<file path="config.mk">
export PLATFORM = sky130hd
export DESIGN_NAME = seg_scan_ctrl
export DESIGN_NICKNAME = d
export VERILOG_FILES = /design/src/rtl/seg_scan_pkg.sv /design/src/rtl/seg_scan_timer.sv /design/src/rtl/seg_scan_ctrl.sv
export SDC_FILE = /design/constraint.sdc
export NUM_CORES = 1
export LEC_CHECK = 0
export CAP_MARGIN = 40
export CORE_ASPECT_RATIO = 0.75
export CORE_MARGIN = 3
export CORE_UTILIZATION = 32
export CTS_CLUSTER_DIAMETER = 200
export DETAILED_ROUTE_END_ITERATION = 10
export DONT_BUFFER_PORTS = 1
export MAX_ROUTING_LAYER = met4
export SYNTH_ARGS = -nofsm -noshare
export SYNTH_HDL_FRONTEND = slang
export SYNTH_SLANG_ARGS = --single-unit
</file>
<file path="constraint.sdc">
create_clock -name clk -period 3.35 [get_ports clk]
set_input_delay 0.5025 -clock clk [delete_from_list [all_inputs] [get_ports clk]]
set_output_delay 0.5025 -clock clk [all_outputs]
set_load 0.02 [all_outputs]
</file>
<file path="src/rtl/seg_scan_pkg.sv">
// -----------------------------------------------------------------------------
// seg_scan_pkg
// Shared definitions for the 7-segment scan controller:
//   seg_state_t : scan FSM state encoding (IDLE/GUARD/DRIVE)
//   BCD_MAX     : largest legal BCD code, used for the error flag
//   cnt_width() : counter width helper (clog2, never below 1 bit)
// -----------------------------------------------------------------------------
package seg_scan_pkg;

    typedef enum logic [1:0] {
        ST_IDLE  = 2'd0,
        ST_GUARD = 2'd1,
        ST_DRIVE = 2'd2
    } seg_state_t;

    localparam logic [3:0] BCD_MAX = 4'd9;

    // Width needed to index n distinct values; a 1-bit minimum keeps
    // small configurations legal.
    function automatic int cnt_width(input int n);
        return (n <= 2) ? 1 : $clog2(n);
    endfunction

endpackage

</file>
<file path="src/rtl/seg_scan_timer.sv">
// -----------------------------------------------------------------------------
// seg_scan_timer
// Loadable down-counter shared by the guard and slot phases.
// Ports:
//   clk, rst_n : clock, asynchronous active-low reset
//   i_load     : load i_value into the counter this cycle
//   i_value    : phase length in cycles
//   o_tc       : high during the last cycle of the loaded phase
// The counter stops at zero and never wraps.
// -----------------------------------------------------------------------------
module seg_scan_timer #(
    parameter int CNT_W = 4
) (
    input  logic             clk,
    input  logic             rst_n,
    input  logic             i_load,
    input  logic [CNT_W-1:0] i_value,
    output logic             o_tc
);

    logic [CNT_W-1:0] r_cnt;

    always_ff @(posedge clk or negedge rst_n) begin
        if (!rst_n) begin
            r_cnt <= '0;
        end else if (i_load) begin
            r_cnt <= i_value;
        end else if (r_cnt != '0) begin
            r_cnt <= r_cnt - 1'b1;
        end
    end

    // A phase loaded with N lasts N cycles: N, N-1, ..., 1.
    assign o_tc = (r_cnt == CNT_W'(1));

endmodule

</file>
<file path="src/rtl/seg_scan_ctrl.sv">
// -----------------------------------------------------------------------------
// seg_scan_ctrl
// Time-multiplexed scan controller for a NUM_DIGITS common-anode 7-segment
// display sharing one BCD decoder. Each digit gets GUARD_CYCLES all-off
// cycles followed by SLOT_CYCLES enabled cycles. Loaded digits are
// double-buffered (pending -> display) and only swapped at frame boundaries
// or while idle, so a frame never tears.
// Ports:
//   clk, rst_n  : clock, asynchronous active-low reset
//   enable      : run the scan; low returns to IDLE
//   load        : strobe capturing digits_in into the pending buffer
//   digits_in   : BCD digits, digit 0 in bits [3:0]
//   bcd_out     : BCD code for the decoder (registered)
//   digit_en_n  : active-low one-hot digit enables (registered)
//   frame_done  : one-cycle pulse after the last digit's slot
//   bcd_err     : bcd_out holds a code above 9
// Optional macro SEG_SCAN_LZB_EN: leading-zero blanking (digits above the
// highest nonzero digit stay dark; digit 0 is always shown).
// -----------------------------------------------------------------------------
module seg_scan_ctrl
    import seg_scan_pkg::*;
#(
    parameter int NUM_DIGITS   = 4,
    parameter int SLOT_CYCLES  = 1000,
    parameter int GUARD_CYCLES = 16
) (
    input  logic                    clk,
    input  logic                    rst_n,
    input  logic                    enable,
    input  logic                    load,
    input  logic [4*NUM_DIGITS-1:0] digits_in,
    output logic [3:0]              bcd_out,
    output logic [NUM_DIGITS-1:0]   digit_en_n,
    output logic                    frame_done,
    output logic                    bcd_err
);

    localparam int IDX_W = cnt_width(NUM_DIGITS);
    localparam int CNT_W = cnt_width(SLOT_CYCLES + 1);
    localparam logic [IDX_W-1:0] LAST_IDX = IDX_W'(NUM_DIGITS - 1);
    localparam logic [CNT_W-1:0] GUARD_LD = CNT_W'(GUARD_CYCLES);
    localparam logic [CNT_W-1:0] SLOT_LD  = CNT_W'(SLOT_CYCLES);

    seg_state_t                   r_state;
    logic [IDX_W-1:0]             r_idx;
    logic [NUM_DIGITS-1:0][3:0]   r_pend;
    logic [NUM_DIGITS-1:0][3:0]   r_disp;
    logic                         r_pend_valid;
    logic [3:0]                   r_bcd_out;
    logic [NUM_DIGITS-1:0]        r_digit_en_n;
    logic                         r_frame_done;

    seg_state_t                   w_state_nxt;
    logic [IDX_W-1:0]             w_idx_nxt;
    logic                         w_tmr_load;
    logic [CNT_W-1:0]             w_tmr_val;
    logic                         w_tmr_tc;
    logic                         w_frame_end;
    logic                         w_swap;
    logic [NUM_DIGITS-1:0][3:0]   w_digits;
    logic [NUM_DIGITS-1:0][3:0]   w_disp_nxt;
    logic [NUM_DIGITS-1:0][3:0]   w_pend_nxt;
    logic                         w_pend_valid_nxt;
    logic [NUM_DIGITS-1:0]        w_blank;
    logic [NUM_DIGITS-1:0]        w_en_n_nxt;

    assign w_digits = digits_in;

    seg_scan_timer #(.CNT_W(CNT_W)) u_timer (
        .clk     (clk),
        .rst_n   (rst_n),
        .i_load  (w_tmr_load),
        .i_value (w_tmr_val),
        .o_tc    (w_tmr_tc)
    );

    // Next-state and timer control. A completed frame takes priority over a
    // dropped enable, so the last slot still reports frame_done.
    always_comb begin
        w_state_nxt = r_state;
        w_idx_nxt   = r_idx;
        w_tmr_load  = 1'b0;
        w_tmr_val   = '0;
        w_frame_end = 1'b0;
        case (r_state)
            ST_IDLE: begin
                w_tmr_load = 1'b1;
                w_idx_nxt  = '0;
                if (enable) begin
                    w_state_nxt = ST_GUARD;
                    w_tmr_val   = GUARD_LD;
                end
            end
            ST_GUARD: begin
                if (!enable) begin
                    w_state_nxt = ST_IDLE;
                    w_idx_nxt   = '0;
                    w_tmr_load  = 1'b1;
                end else if (w_tmr_tc) begin
                    w_state_nxt = ST_DRIVE;
                    w_tmr_load  = 1'b1;
                    w_tmr_val   = SLOT_LD;
                end
            end
            ST_DRIVE: begin
                if (w_tmr_tc && (r_idx == LAST_IDX)) begin
                    w_frame_end = 1'b1;
                    w_idx_nxt   = '0;
                    w_tmr_load  = 1'b1;
                    if (enable) begin
                        w_state_nxt = ST_GUARD;
                        w_tmr_val   = GUARD_LD;
                    end else begin
                        w_state_nxt = ST_IDLE;
                    end
                end else if (!enable) begin
                    w_state_nxt = ST_IDLE;
                    w_idx_nxt   = '0;
                    w_tmr_load  = 1'b1;
                end else if (w_tmr_tc) begin
                    w_state_nxt = ST_GUARD;
                    w_idx_nxt   = r_idx + 1'b1;
                    w_tmr_load  = 1'b1;
                    w_tmr_val   = GUARD_LD;
                end
            end
            default: begin
                w_state_nxt = ST_IDLE;
                w_idx_nxt   = '0;
                w_tmr_load  = 1'b1;
            end
        endcase
    end

    // Double buffer. A load on the swap edge bypasses pending; in IDLE the
    // pending value moves to display on the cycle after it was loaded.
    assign w_swap = w_frame_end || (r_state == ST_IDLE);

    always_comb begin
        w_disp_nxt       = r_disp;
        w_pend_nxt       = r_pend;
        w_pend_valid_nxt = r_pend_valid;
        if (w_frame_end && load) begin
            w_disp_nxt       = w_digits;
            w_pend_nxt       = w_digits;
            w_pend_valid_nxt = 1'b0;
        end else begin
            if (w_swap && r_pend_valid) begin
                w_disp_nxt       = r_pend;
                w_pend_valid_nxt = 1'b0;
            end
            if (load) begin
                w_pend_nxt       = w_digits;
                w_pend_valid_nxt = 1'b1;
            end
        end
    end

`ifdef SEG_SCAN_LZB_EN
    logic w_upper_zero;

    // Walk down from the top digit; a digit is blank while it and every
    // digit above it are zero. Digit 0 is never blanked.
    always_comb begin
        w_blank      = '0;
        w_upper_zero = 1'b1;
        for (int i = NUM_DIGITS - 1; i > 0; i--) begin
            w_upper_zero = w_upper_zero && (w_disp_nxt[i] == 4'd0);
            w_blank[i]   = w_upper_zero;
        end
    end
`else
    assign w_blank = '0;
`endif

    always_comb begin
        w_en_n_nxt = '1;
        if ((w_state_nxt == ST_DRIVE) && !w_blank[w_idx_nxt]) begin
            w_en_n_nxt[w_idx_nxt] = 1'b0;
        end
    end

    // Outputs are registered from the next-state values so they change on
    // the same edge as the state they belong to.
    always_ff @(posedge clk or negedge rst_n) begin
        if (!rst_n) begin
            r_state      <= ST_IDLE;
            r_idx        <= '0;
            r_pend       <= '0;
            r_disp       <= '0;
            r_pend_valid <= 1'b0;
            r_bcd_out    <= 4'h0;
            r_digit_en_n <= '1;
            r_frame_done <= 1'b0;
        end else begin
            r_state      <= w_state_nxt;
            r_idx        <= w_idx_nxt;
            r_pend       <= w_pend_nxt;
            r_disp       <= w_disp_nxt;
            r_pend_valid <= w_pend_valid_nxt;
            r_bcd_out    <= (w_state_nxt == ST_IDLE) ? 4'h0 : w_disp_nxt[w_idx_nxt];
            r_digit_en_n <= w_en_n_nxt;
            r_frame_done <= w_frame_end;
        end
    end

    assign bcd_out    = r_bcd_out;
    assign digit_en_n = r_digit_en_n;
    assign frame_done = r_frame_done;
    assign bcd_err    = (r_bcd_out > BCD_MAX);

endmodule

</file>
==> reports/metrics.csv <==
stage,metric,value,unit
outcome,status,finished clean,
global_routing,first-pass GRT wire length,10.8,mm
cts,H-tree levels,2,
power,Pwr Total,2700,uW
sta,Fin Clk Skew,7.55,ps
routing,Top Layer Used,met4,
floorplanning,io pins,30,
critical_path,crit-path max cell delay,700,ps
global_routing,vias in the first global route,2038,
floorplanning,Initial Utilization,33.6,%
critical_path,Buf/Inv on CP,0,
placed_design,dpl hpwl,4.44,mm
floorplanning,DIE AREA,10300,um2
cts,Num CTS Buffers,5,
yosys,ys flop type,dfrtp_1,
critical_path,WS Path Type,reg -> reg,
sta,Final Hold Fails,0,
yosys,Ys Warns,0,
yosys,share of flip-flops with an asynchronous set or reset,100,%
floorplanning,die height,88.7,um
power,P per Cell Area,832,nW/um2
routing,vias per inst,5.33,
critical_path,CP max stage cell,or4_1,
sta,fin crit period,2640,ps
global_routing,GRT Util Overall,13.8,%
yosys,number of synthesized flops with an enable pin,0,
yosys,Synth Net Count,315,
critical_path,critical path launch point type,register,
final_layout,Synth-to-Final Area Change,11.1,%
floorplanning,Die W,116,um
critical_path,"Req. time, crit path",3510,ps
critical_path,worst reg-to-reg setup slack,710,ps
yosys,cell area after synthesis,2920,um2
cts,clk_lat worst skew,290,ps
yosys,Synth Register Bits,56,
final_layout,ANT cells,0,
power,Peak VDD IR,0.312,mV
cts,TritonCTS clock tree,yes,
critical_path,WP data arrival,2810,ps
routing,antenna-violating nets left,0,
sta,Setup TNS,0,ps
critical_path,Top delay family on crit path,simple AND/OR/NAND/NOR gates,
global_routing,largest net degree at the start of global routing,53,
sta,final setup vio count,0,
sta,FMAX,0.379,GHz
critical_path,RR Startpoint,u_timer.r_cnt[4],
global_routing,GRT overflow,0,
cts,clk slew on worst S/H paths,70,ps
final_layout,Filler cells,862,
critical_path,CP Cell Sequence,"or4_1, o31a_1, mux2_4, mux2_4, nor2b_1, a2111oi_2",
critical_path,RR Endpoint,bcd_out[3],
critical_path,Crit. Startpoint,u_timer.r_cnt[4],
floorplanning,Core Area,8670,um2
sta,slew margin rel.,60.8,%
sta,Slew @ Worst Pin,588,ps
critical_path,reg2reg path depth,6,
yosys,Syn Area/Cell,10.2,um2
placed_design,port bufs,0,
power,Pleak,0.00147,uW
routing,DR pass1 iterations,5,
routing,# DRC,0,
placed_design,GP Congestion,0.846,
final_layout,share of cells above drive strength 1,12.4,%
final_layout,Final nets,317,
routing,Routed WL,6.40,mm
placed_design,dpl ws,737,ps
cts,Clock Path Buffers,2,
sta,max-slew violation count,0,
yosys,Synth cell types,42,
job,max cap viols,0,
worst_hold_path,Hold WC Path Type,in -> async,
yosys,Synth Instances,287,
cts,clk sink count,56,
sta,fin worst setup slack,708,ps
cts,CTS root buffer,clkbuf_16,
critical_path,"most used cell, CP",mux2_4,
routing,met3 WL,443,um
routing,via count,2121,
routing,met2 WL,2.63,mm
routing,DR WL/cell,16.1,um
floorplanning,Site Rows,29,
sta,RSZ-0062 raised after global routing,false,
routing,met1 wire length,3.31,mm
routing,iteration-0 DRC count of the detailed router,215,
critical_path,CP Max Fanout,8,
sta,"Period Utilization, post-route",78.9,%
critical_path,nature of the critical path endpoint,register,
global_routing,initial antenna violation count,0,
yosys,sequential fraction of the synthesis area,48.2,%
state kept, by name (all words and copies together) (netlist names):
register and count:
bcd_out 4, digit_en_n 4, frame_done 1, r_disp 16, r_idx 2, r_pend 16, r_pend_valid 1, r_state 2
u_timer.r_cnt 10
metal layers:
| layer | global-route usage, % | up-vias |
|---|---|---|
| met1 | 21.0 | 1024 |
| met2 | 18.2 | 67 |
| met4 | 1.90 | 0 |
| met3 | 3.96 | 4 |
| met5 | - | - |
| li1 | - | 1026 |
logic make-up after synthesis:
| kind of cell | Yosys count | share of synthesized area [%] |
|---|---|---|
| AOI/OAI and AO/OA | 68 | 13.9 |
| adders and majority gates | 8 | 3.43 |
| buffers and inverters | 27 | 4.12 |
| xor gates and xnor gates | 8 | 2.40 |
| muxes | 35 | 12.9 |
| and+or+nand+nor | 85 | 15.1 |
| DFF | 56 | 48.2 |
Yosys cell counts, types with 6 or more instances:
cell       n  area [um2]
dfrtp_1   52        1300
nand2_1   34         128
o21ai_0   28         140
mux2i_1   23         230
a21oi_1   19        95.1
inv_1     16        60.1
nor2_1    15        56.3
mux2_2     9         101
clkbuf_1   8        30.0
ha_1       8         100
a22oi_1    7        52.6
nand3_1    6        30.0
nor3_1     6        30.0
area by class of cell:
type                            instances  area (um2)  share of cell area [%]
Multi-Input combinational cell        204        1390                    42.9
Clock inverter                          1        30.0                   0.927
Tap cell                              108         135                    4.17
Timing Repair Buffer                    6        65.1                    2.01
Clock buffer                            7         153                    4.71
Sequential cell                        56        1410                    43.4
Inverter                               16        60.1                    1.85
metrics by stage:
step           area, um2  utilization, %  std cells  hold WS, ps
2_1_floorplan       2920               -        287          207
3_3_place_gp        3030            34.9        389          210
3_5_place_dp        3030            34.9        389          210
4_1_cts             3240            37.4        398         38.2
5_1_grt             3240            37.4        398         29.7
6_report            3240            37.4        398         42.4
how the worst max path moves through the flow:
| stage | to | slack, ps | cells after the start |
|---|---|---|---|
| 4_1_cts | bcd_out[3] | 710 | 6 |
| 3_5_place_dp | bcd_out[3] | 740 | 6 |
| 6_report | bcd_out[3] | 710 | 6 |
| 2_1_floorplan | bcd_out[3] | 960 | 8 |
| 5_1_grt | bcd_out[1] | 550 | 6 |
| 3_3_place_gp | bcd_out[3] | 780 | 6 |
worst reg2reg max path: stages, from the launching register on:
cell       delay (ps)
dfrtp_1           440
or4_1             700
o31a_1            530
mux2_4            360
mux2_4            260
nor2b_1           160
a2111oi_2          70
where the power goes:
group / switching (uW) / internal, uW / total [uW]
Clock: 244 / 394 / 638
Sequential: 164 / 870 / 1030
Combinational: 582 / 443 / 1020
timing repair:
action	CTS	global route
resized for setup	0	0
setup buffers	0	0
hold endpoints to repair	52	0
hold buffers	1	0
cell usage in the layout (no fill, tap or decap), drive strengths merged, types with 3 or more instances in the layout:
cell    count
inv        16
nand4       3
o21ai      28
xnor2       4
a21oi      19
nor4        4
nor3        7
dfstp       4
nand3       6
xor2        4
ha          8
nor2b       3
buf         6
a22oi       7
or4         5
mux2i      23
nor3b       3
clkbuf      7
nand2      35
mux2       12
dfrtp      52
o211ai      3
nor2       15
Note: power is estimated with default switching activity, not from simulation.
